[config.mk]
export PLATFORM = sky130hd
export DESIGN_NAME = lut_seq_ctrl
export DESIGN_NICKNAME = d
export VERILOG_FILES = /design/src/rtl/lut_seq_ctrl.sv
export SDC_FILE = /design/constraint.sdc
export NUM_CORES = 1
export LEC_CHECK = 0
export BUFFER_PORTS_ARGS = -buffer_cell sky130_fd_sc_hd__buf_2
export CAP_MARGIN = 20
export CORE_ASPECT_RATIO = 0.9
export CORE_MARGIN = 3
export CORE_UTILIZATION = 46
export DETAILED_ROUTE_END_ITERATION = 16
export PLACE_DENSITY_LB_ADDON = 0.12
export RECOVER_POWER = 25
export SLEW_MARGIN = 40
export SYNTH_ARGS = -nofsm -noshare
export SYNTH_HDL_FRONTEND = slang
export SYNTH_SLANG_ARGS = --single-unit
export TNS_END_PERCENT = 30
[constraint.sdc]
create_clock -name clk -period 1.3 [get_ports clk]
set_input_delay 0.065 -clock clk [delete_from_list [all_inputs] [get_ports clk]]
set_output_delay 0.065 -clock clk [all_outputs]
set_load 0.005 [all_outputs]
[src/rtl/lut_seq_ctrl.sv]
// lut_seq_ctrl: steps a LUT-driven datapath through N_ITER iterations.
// Each iteration takes a digit pair from the selector, forwards it to the
// lut_decoder, waits LUT_LAT cycles for the decoder result and then pulses
// dp_upd so the datapath consumes it. The operation can be aborted, frozen
// with enable, or abandoned with the synchronous reset.
module lut_seq_ctrl #(
  parameter int LOG2N   = 6,
  parameter int N_ITER  = 56,
  parameter int LUT_LAT = 1
) (
  input  logic             clk,
  input  logic             srst,
  input  logic             enable,
  input  logic             start,
  input  logic             abort,
  input  logic             cfg_mode,
  input  logic [1:0]       cfg_format,
  input  logic             dp_d_valid,
  input  logic [1:0]       dp_d_x_n,
  input  logic [1:0]       dp_d_y_n,
  output logic             dp_d_ready,
  output logic             lut_mode,
  output logic [1:0]       lut_format,
  output logic [LOG2N-1:0] lut_n,
  output logic [1:0]       lut_d_x_n,
  output logic [1:0]       lut_d_y_n,
  output logic             dp_upd,
  output logic             busy,
  output logic             done
);

  localparam logic [2:0] S_IDLE   = 3'd0;
  localparam logic [2:0] S_ISSUE  = 3'd1;
  localparam logic [2:0] S_WAIT   = 3'd2;
  localparam logic [2:0] S_UPDATE = 3'd3;
  localparam logic [2:0] S_DONE   = 3'd4;

  // The wait counter is loaded with LUT_LAT (at most 7) and counts down to 0.
  localparam logic [2:0]       LAT_INIT = 3'(LUT_LAT);
  localparam logic [LOG2N-1:0] LAST_N   = LOG2N'(N_ITER - 1);

  logic [2:0]       r_state;
  logic [2:0]       r_waitCnt;
  logic             r_mode;
  logic [1:0]       r_format;
  logic [LOG2N-1:0] r_lutN;
  logic [1:0]       r_dx;
  logic [1:0]       r_dy;

  logic w_inIssue;
  logic w_inWait;
  logic w_inUpdate;
  logic w_inDone;

  assign w_inIssue  = (r_state == S_ISSUE);
  assign w_inWait   = (r_state == S_WAIT);
  assign w_inUpdate = (r_state == S_UPDATE);
  assign w_inDone   = (r_state == S_DONE);

  // Handshake and pulses are qualified by enable so a frozen cycle never
  // repeats a pulse; an abort in UPDATE suppresses the update it cancels.
  assign dp_d_ready = enable && w_inIssue;
  assign dp_upd     = enable && w_inUpdate && !abort;
  assign done       = enable && w_inDone;
  assign busy       = w_inIssue || w_inWait || w_inUpdate;

  assign lut_mode   = r_mode;
  assign lut_format = r_format;
  assign lut_n      = r_lutN;
  assign lut_d_x_n  = r_dx;
  assign lut_d_y_n  = r_dy;

  // Sequencer state, wait counter and the registered lut_decoder inputs;
  // reset wins over everything, then enable freezes all state.
  always_ff @(posedge clk) begin
    if (srst) begin
      r_state   <= S_IDLE;
      r_waitCnt <= 3'd0;
      r_mode    <= 1'b0;
      r_format  <= 2'b00;
      r_lutN    <= '0;
      r_dx      <= 2'b00;
      r_dy      <= 2'b00;
    end else if (enable) begin
      case (r_state)
        S_IDLE: begin
          if (start && !abort) begin
            r_mode   <= cfg_mode;
            r_format <= cfg_format;
            r_lutN   <= '0;
            r_state  <= S_ISSUE;
          end
        end
        S_ISSUE: begin
          if (abort) begin
            r_state <= S_IDLE;
          end else if (dp_d_valid) begin
            r_dx      <= dp_d_x_n;
            r_dy      <= dp_d_y_n;
            r_waitCnt <= LAT_INIT;
            r_state   <= S_WAIT;
          end
        end
        S_WAIT: begin
          if (abort) begin
            r_waitCnt <= 3'd0;
            r_state   <= S_IDLE;
          end else begin
            r_waitCnt <= r_waitCnt - 3'd1;
            if (r_waitCnt == 3'd1) begin
              r_state <= S_UPDATE;
            end
          end
        end
        S_UPDATE: begin
          if (abort) begin
            r_state <= S_IDLE;
          end else if (r_lutN == LAST_N) begin
            r_state <= S_DONE;
          end else begin
            r_lutN  <= r_lutN + LOG2N'(1);
            r_state <= S_ISSUE;
          end
        end
        S_DONE: begin
          r_state <= S_IDLE;
        end
        default: begin
          r_state <= S_IDLE;
        end
      endcase
    end
  end

endmodule
# Yosys cells after proc, flatten, opt, wreduce, memory -nomap -nowiden
# Cells that the tools add are included.
# classes
add_sub_neg	2
eq_ne	13
mux	16
bitwise	1
reduce_logical	16
# op_table
operator	count
2-to-1 mux 3 bit	10
2-to-1 mux 6 bit	3
one-hot mux 3 bit (4 select lines)	1
one-hot mux 6 bit (2 select lines)	1
AND reduction 4 bit	3
!= test 2 bit (second input constant)	5
adder 6 x 1 -> 6 bit (second input constant)	1
== test 3 x 1 -> 1 bit (second input constant)	2
== test 3 x 2 -> 1 bit (second input constant)	2
== test 6 bit (second input constant)	1
one-hot mux 3 bit (2 select lines)	1
logical AND 1 bit	5
AND reduction 5 bit	1
nonzero test 2 bit	2
== test 3 bit (second input constant)	1
zero test 3 bit	1
!= test 3 x 2 -> 1 bit (second input constant)	1
!= test 3 bit (second input constant)	1
AND reduction 3 bit	1
subtractor 3 x 1 -> 3 bit (second input constant)	1
logical OR 1 bit	2
zero test 1 bit	1
inverter 1 bit	1
# word_totals
reg_bits	19
inputBits	13

# Logic depth before layout (Yosys ltp)
# logic_depth
word_depth	4
mapped_depth	6
mapped_depth_nobuf	6

# Least setup slack after synthesis
# Ideal clock, no wire load.
# synth_path
kind	reg2reg
start	reg r_state[2]
end	reg r_state[0]
setup_ns	0.123
arrival_ns	1.253
required_ns	1.177
path_slack_ns	-0.076
stages_incl_launch_ff	6
path_buffers	1
period_less_slack_ns	1.376
path_cell_list	dfxtp_1 -> buf_6 -> nor4b_2 -> o21ai_0 -> o311ai_1 -> mux2_1
# synth_via
elab_chain_cells	3
elab_cells_between_ends	9
cone_classes	eq/ne (6); mux (1); reduce/logical (2)
# synth_rtl
item	line	source
start: declaration	42	logic [2:0] r_state;
start signal: assignment	77	r_state <= S_IDLE;
start signal: assignment	91	r_state <= S_ISSUE;
start signal: assignment	96	r_state <= S_IDLE;
== test 3 x 2 -> 1 bit, or another cell as far along	85	case (r_state)
!= test 3 x 2 -> 1 bit (no line), or another cell as far along	n/a	
AND reduction 4 bit (no line)	n/a	
# Several ways; a longest one is shown, not always the timed one.
# A chain may end at the register's enable or synchronous reset.

# Worst setup path after layout
# layout_path
start	reg r_state[1]
end	reg r_lutN[4] (netlist: lut_n[4])
# layout_via
elab_chain_cells	3
elab_cells_between_ends	8
cone_classes	eq/ne (4); mux (1); reduce/logical (3)
# layout_rtl
item	line	source
== test 3 x 2 -> 1 bit / zero test 3 bit (equally long branches)	85	
!= test 2 bit (no line) / nonzero test 2 bit (equally long branches)	n/a	
AND reduction 5 bit (no line)	n/a	
end signal: assignment	121	r_lutN <= r_lutN + LOG2N'(1);
end: declaration	46	logic [LOG2N-1:0] r_lutN;
# Several ways; a longest one is shown, not always the timed one.

==> results.ini <==
[floorplanning]
rows=16
coreArea_mm2=0.00222
ios=30
die_x_um=57.4
start_util=0.493
dieArea_mm2=0.00300
fp.dieH_um=52.3

[logic_synthesis]
seq_area_frac_synth=0.347
ys.flop_type=dfxtp_1
yosys_warnings=0
yosysTopAreaCell=dfxtp_1
avgSynthCellArea_um2=8.76
syn_area_mm2=0.00109
synth_cell_types=41
synth_cells=125
ys_ff_latch=19
async_flop_share=0
netlist.area_leader.share=0.347
synth_edf_count=0
synthTopCellsByArea=dfxtp_1, mux2i_1, nor2_1
synth_nets=141

[timing]
skew_ps=2.77
hold_viol=0
drv_slew=0
tightest_slew_ps=356
min_period_over_period=1.06
timing.final.ws_setup_ps=-73.4
rsz0062_at_grt=true
fin_crit_ps=1370
relSlewSlack=0.757
setup_viol=7
fmaxAchievable_mhz=728

[cts]
clock_latency_ps=310
cts_tree=done
clkTransAtPathRegs_ps=120
clock-root-buffer=clkbuf_4
clkSinkCount=19
clock_path_buffers=2
htree_levels=1
cts_buffers=3

[routing]
via_per_inst=5.35
drc=0
vias=1092
ant_nets=0
drt_first_pass_iters=4
drt_iter0_markers=25
post_drt_wl_per_cell_um=13.7
drt-total-wl_mm=2.80

[worst_setup_path]
endpoint_kind=register
endpoint=lut_n[4]
worstPathArrival_ps=1600
critPathKind=register to register
r2r_end=lut_n[4]
rr_startpoint=r_state[1]
cp_max_fo=11
start_kind=register
startpoint=r_state[1]
required_ps=1530
reg2reg_depth=6
rrSetupSlack_ps=-70

[layout]
syn_to_final_growth_pct=43.1
drive_gt1_frac=0.458
final_util=0.705
layout.nets=194
antenna-diode-count=0
fin_cells=204

[placed_design]
dp_hpwl_mm=1.93
dpl.cell_count=189
dp_slack_ps=-180
portBuffers=29
place_congestion=0.853

[global_route]
grt_max_degree=14
track_usage=0.190
antenna_found_initial=0
grt_first_pass_wirelength_mm=4.37
overflow=0
grt_pass1_vias=994

[power_and_ir_drop]
ir_worst_vdd_mv=0.738
power.density_mw_per_mm2=697
total_power_mw=1.09
power_leakage_nw=0.652

[flow_run]
drv_cap=0

[status]
status=finished with violations
violations=negative setup slack

[worst_hold_path]
hp-class=input port to register

## state kept, by name, indices dropped and copies added, names as in the netlist
register / count
lut_n: 6
r_state: 3
r_waitCnt: 3
lut_d_x_n: 2
lut_d_y_n: 2
lut_format: 2
lut_mode: 1
## what timing repair did
item | CTS | global route
gates cloned | 0 | 0
hold buffers | 7 | 0
pin swaps | 4 | 3
resized for setup | 9 | 14
buffers inserted | 3 | 1
hold endpoints to repair | 7 | 0
endpoints found under the setup margin | 21 | 20
## through the flow
stage                     cell area, µm²  TNS, ps  hold slack, ps
final                               1570     -278            91.7
after global routing                1570    -1350            98.2
after CTS                           1510     -271            80.9
after detailed placement            1360    -1690             312
after global placement              1360     -809             297
after floorplan                     1110    -28.8             212
## routing by layer
metal / track usage / part of all wire
met2: 0.316 / 0.47
met4: 0.0463 / 0.0079
met3: 0.0468 / 0.054
met5: 0 / 0
met1: 0.246 / 0.47
## Yosys cell counts, drive strengths merged (2+ instances only)
master  count
dfxtp      19
nor2       16
a21oi      10
inv         9
mux2i       8
buf         7
o21ai       7
nand2       5
a211oi      4
ha          3
nand2b      3
nor2b       3
nor3        3
a41oi       2
nand3       2
nand3b      2
nor3b       2
nor4bb      2
o31ai       2
o32ai       2
## worst min path at each step
stage / from / endpoint / slack, ps / cells after the start
6_report: srst / lut_mode / 90 / 2
4_1_cts: srst / lut_mode / 80 / 2
3_5_place_dp: dp_d_x_n[1] / lut_d_x_n[1] / 310 / 3
2_1_floorplan: dp_d_x_n[0] / lut_d_x_n[0] / 210 / 2
3_3_place_gp: dp_d_y_n[1] / lut_d_y_n[1] / 300 / 3
5_1_grt: srst / lut_format[0] / 100 / 2
## worst max-delay path: stages, from the launching register on
cell      delay (ps)
dfxtp_4          430
buf_4            140
nor3b_2           40
o211ai_2         280
buf_4            180
inv_2             30
a311oi_2         210
## cells in the final DEF, fill, tap and decap left out, types with 2 or more instances in the layout
cell type      netlist  final
buf_4                0     20
a21oi_2              1      2
nor2b_1              3      2
inv_1                7      7
nor2_2               0      2
dlygate4sd3_1        0      7
dfxtp_1             19     14
ha_1                 3      2
buf_2                3     26
o21ai_1              3      4
clkbuf_1             1      2
a211oi_2             0      2
mux2i_1              8      8
inv_2                2      2
nand2b_1             2      2
clkbuf_4             0      3
nand2_1              5      3
nor3_4               2      2
a211oi_1             4      2
nand3b_1             2      2
o32ai_2              0      2
nand2_2              0      2
nor2_1              16     14
dfxtp_2              0      2
nand3_1              2      2
o21ai_0              4      2
dfxtp_4              0      3
o31ai_1              2      2
a21oi_1              9      8
nor4bb_1             2      2
## power by group
group | total [mW] | switching (mW) | internal [mW] | leakage, nW
registers | 0.606 | 0.0181 | 0.588 | 0.157
logic | 0.165 | 0.0805 | 0.0842 | 0.477
clock network | 0.321 | 0.201 | 0.119 | 0.0183
## area by class of cell
cell class / count / area (µm²)
fill: 190 / 656
timing repair buffer: 56 / 369
multi-input combinational: 89 / 707
tap: 27 / 33.8
inverter: 9 / 33.8
clock inverter: 1 / 6.26
clock buffer: 3 / 22.5
sequential: 19 / 394
## logic make-up after synthesis
kind of cell / Yosys count / share of synthesized area
AO/OA/AOI/OAI: 31 / 0.195
adder cells (fa/ha/maj): 3 / 0.0343
buffers and inverters: 17 / 0.0754
flip-flops: 19 / 0.347
multiplexers: 9 / 0.0834
AND/OR/NAND/NOR: 46 / 0.264
No activity file was read; power rests on OpenSTA's default activity.
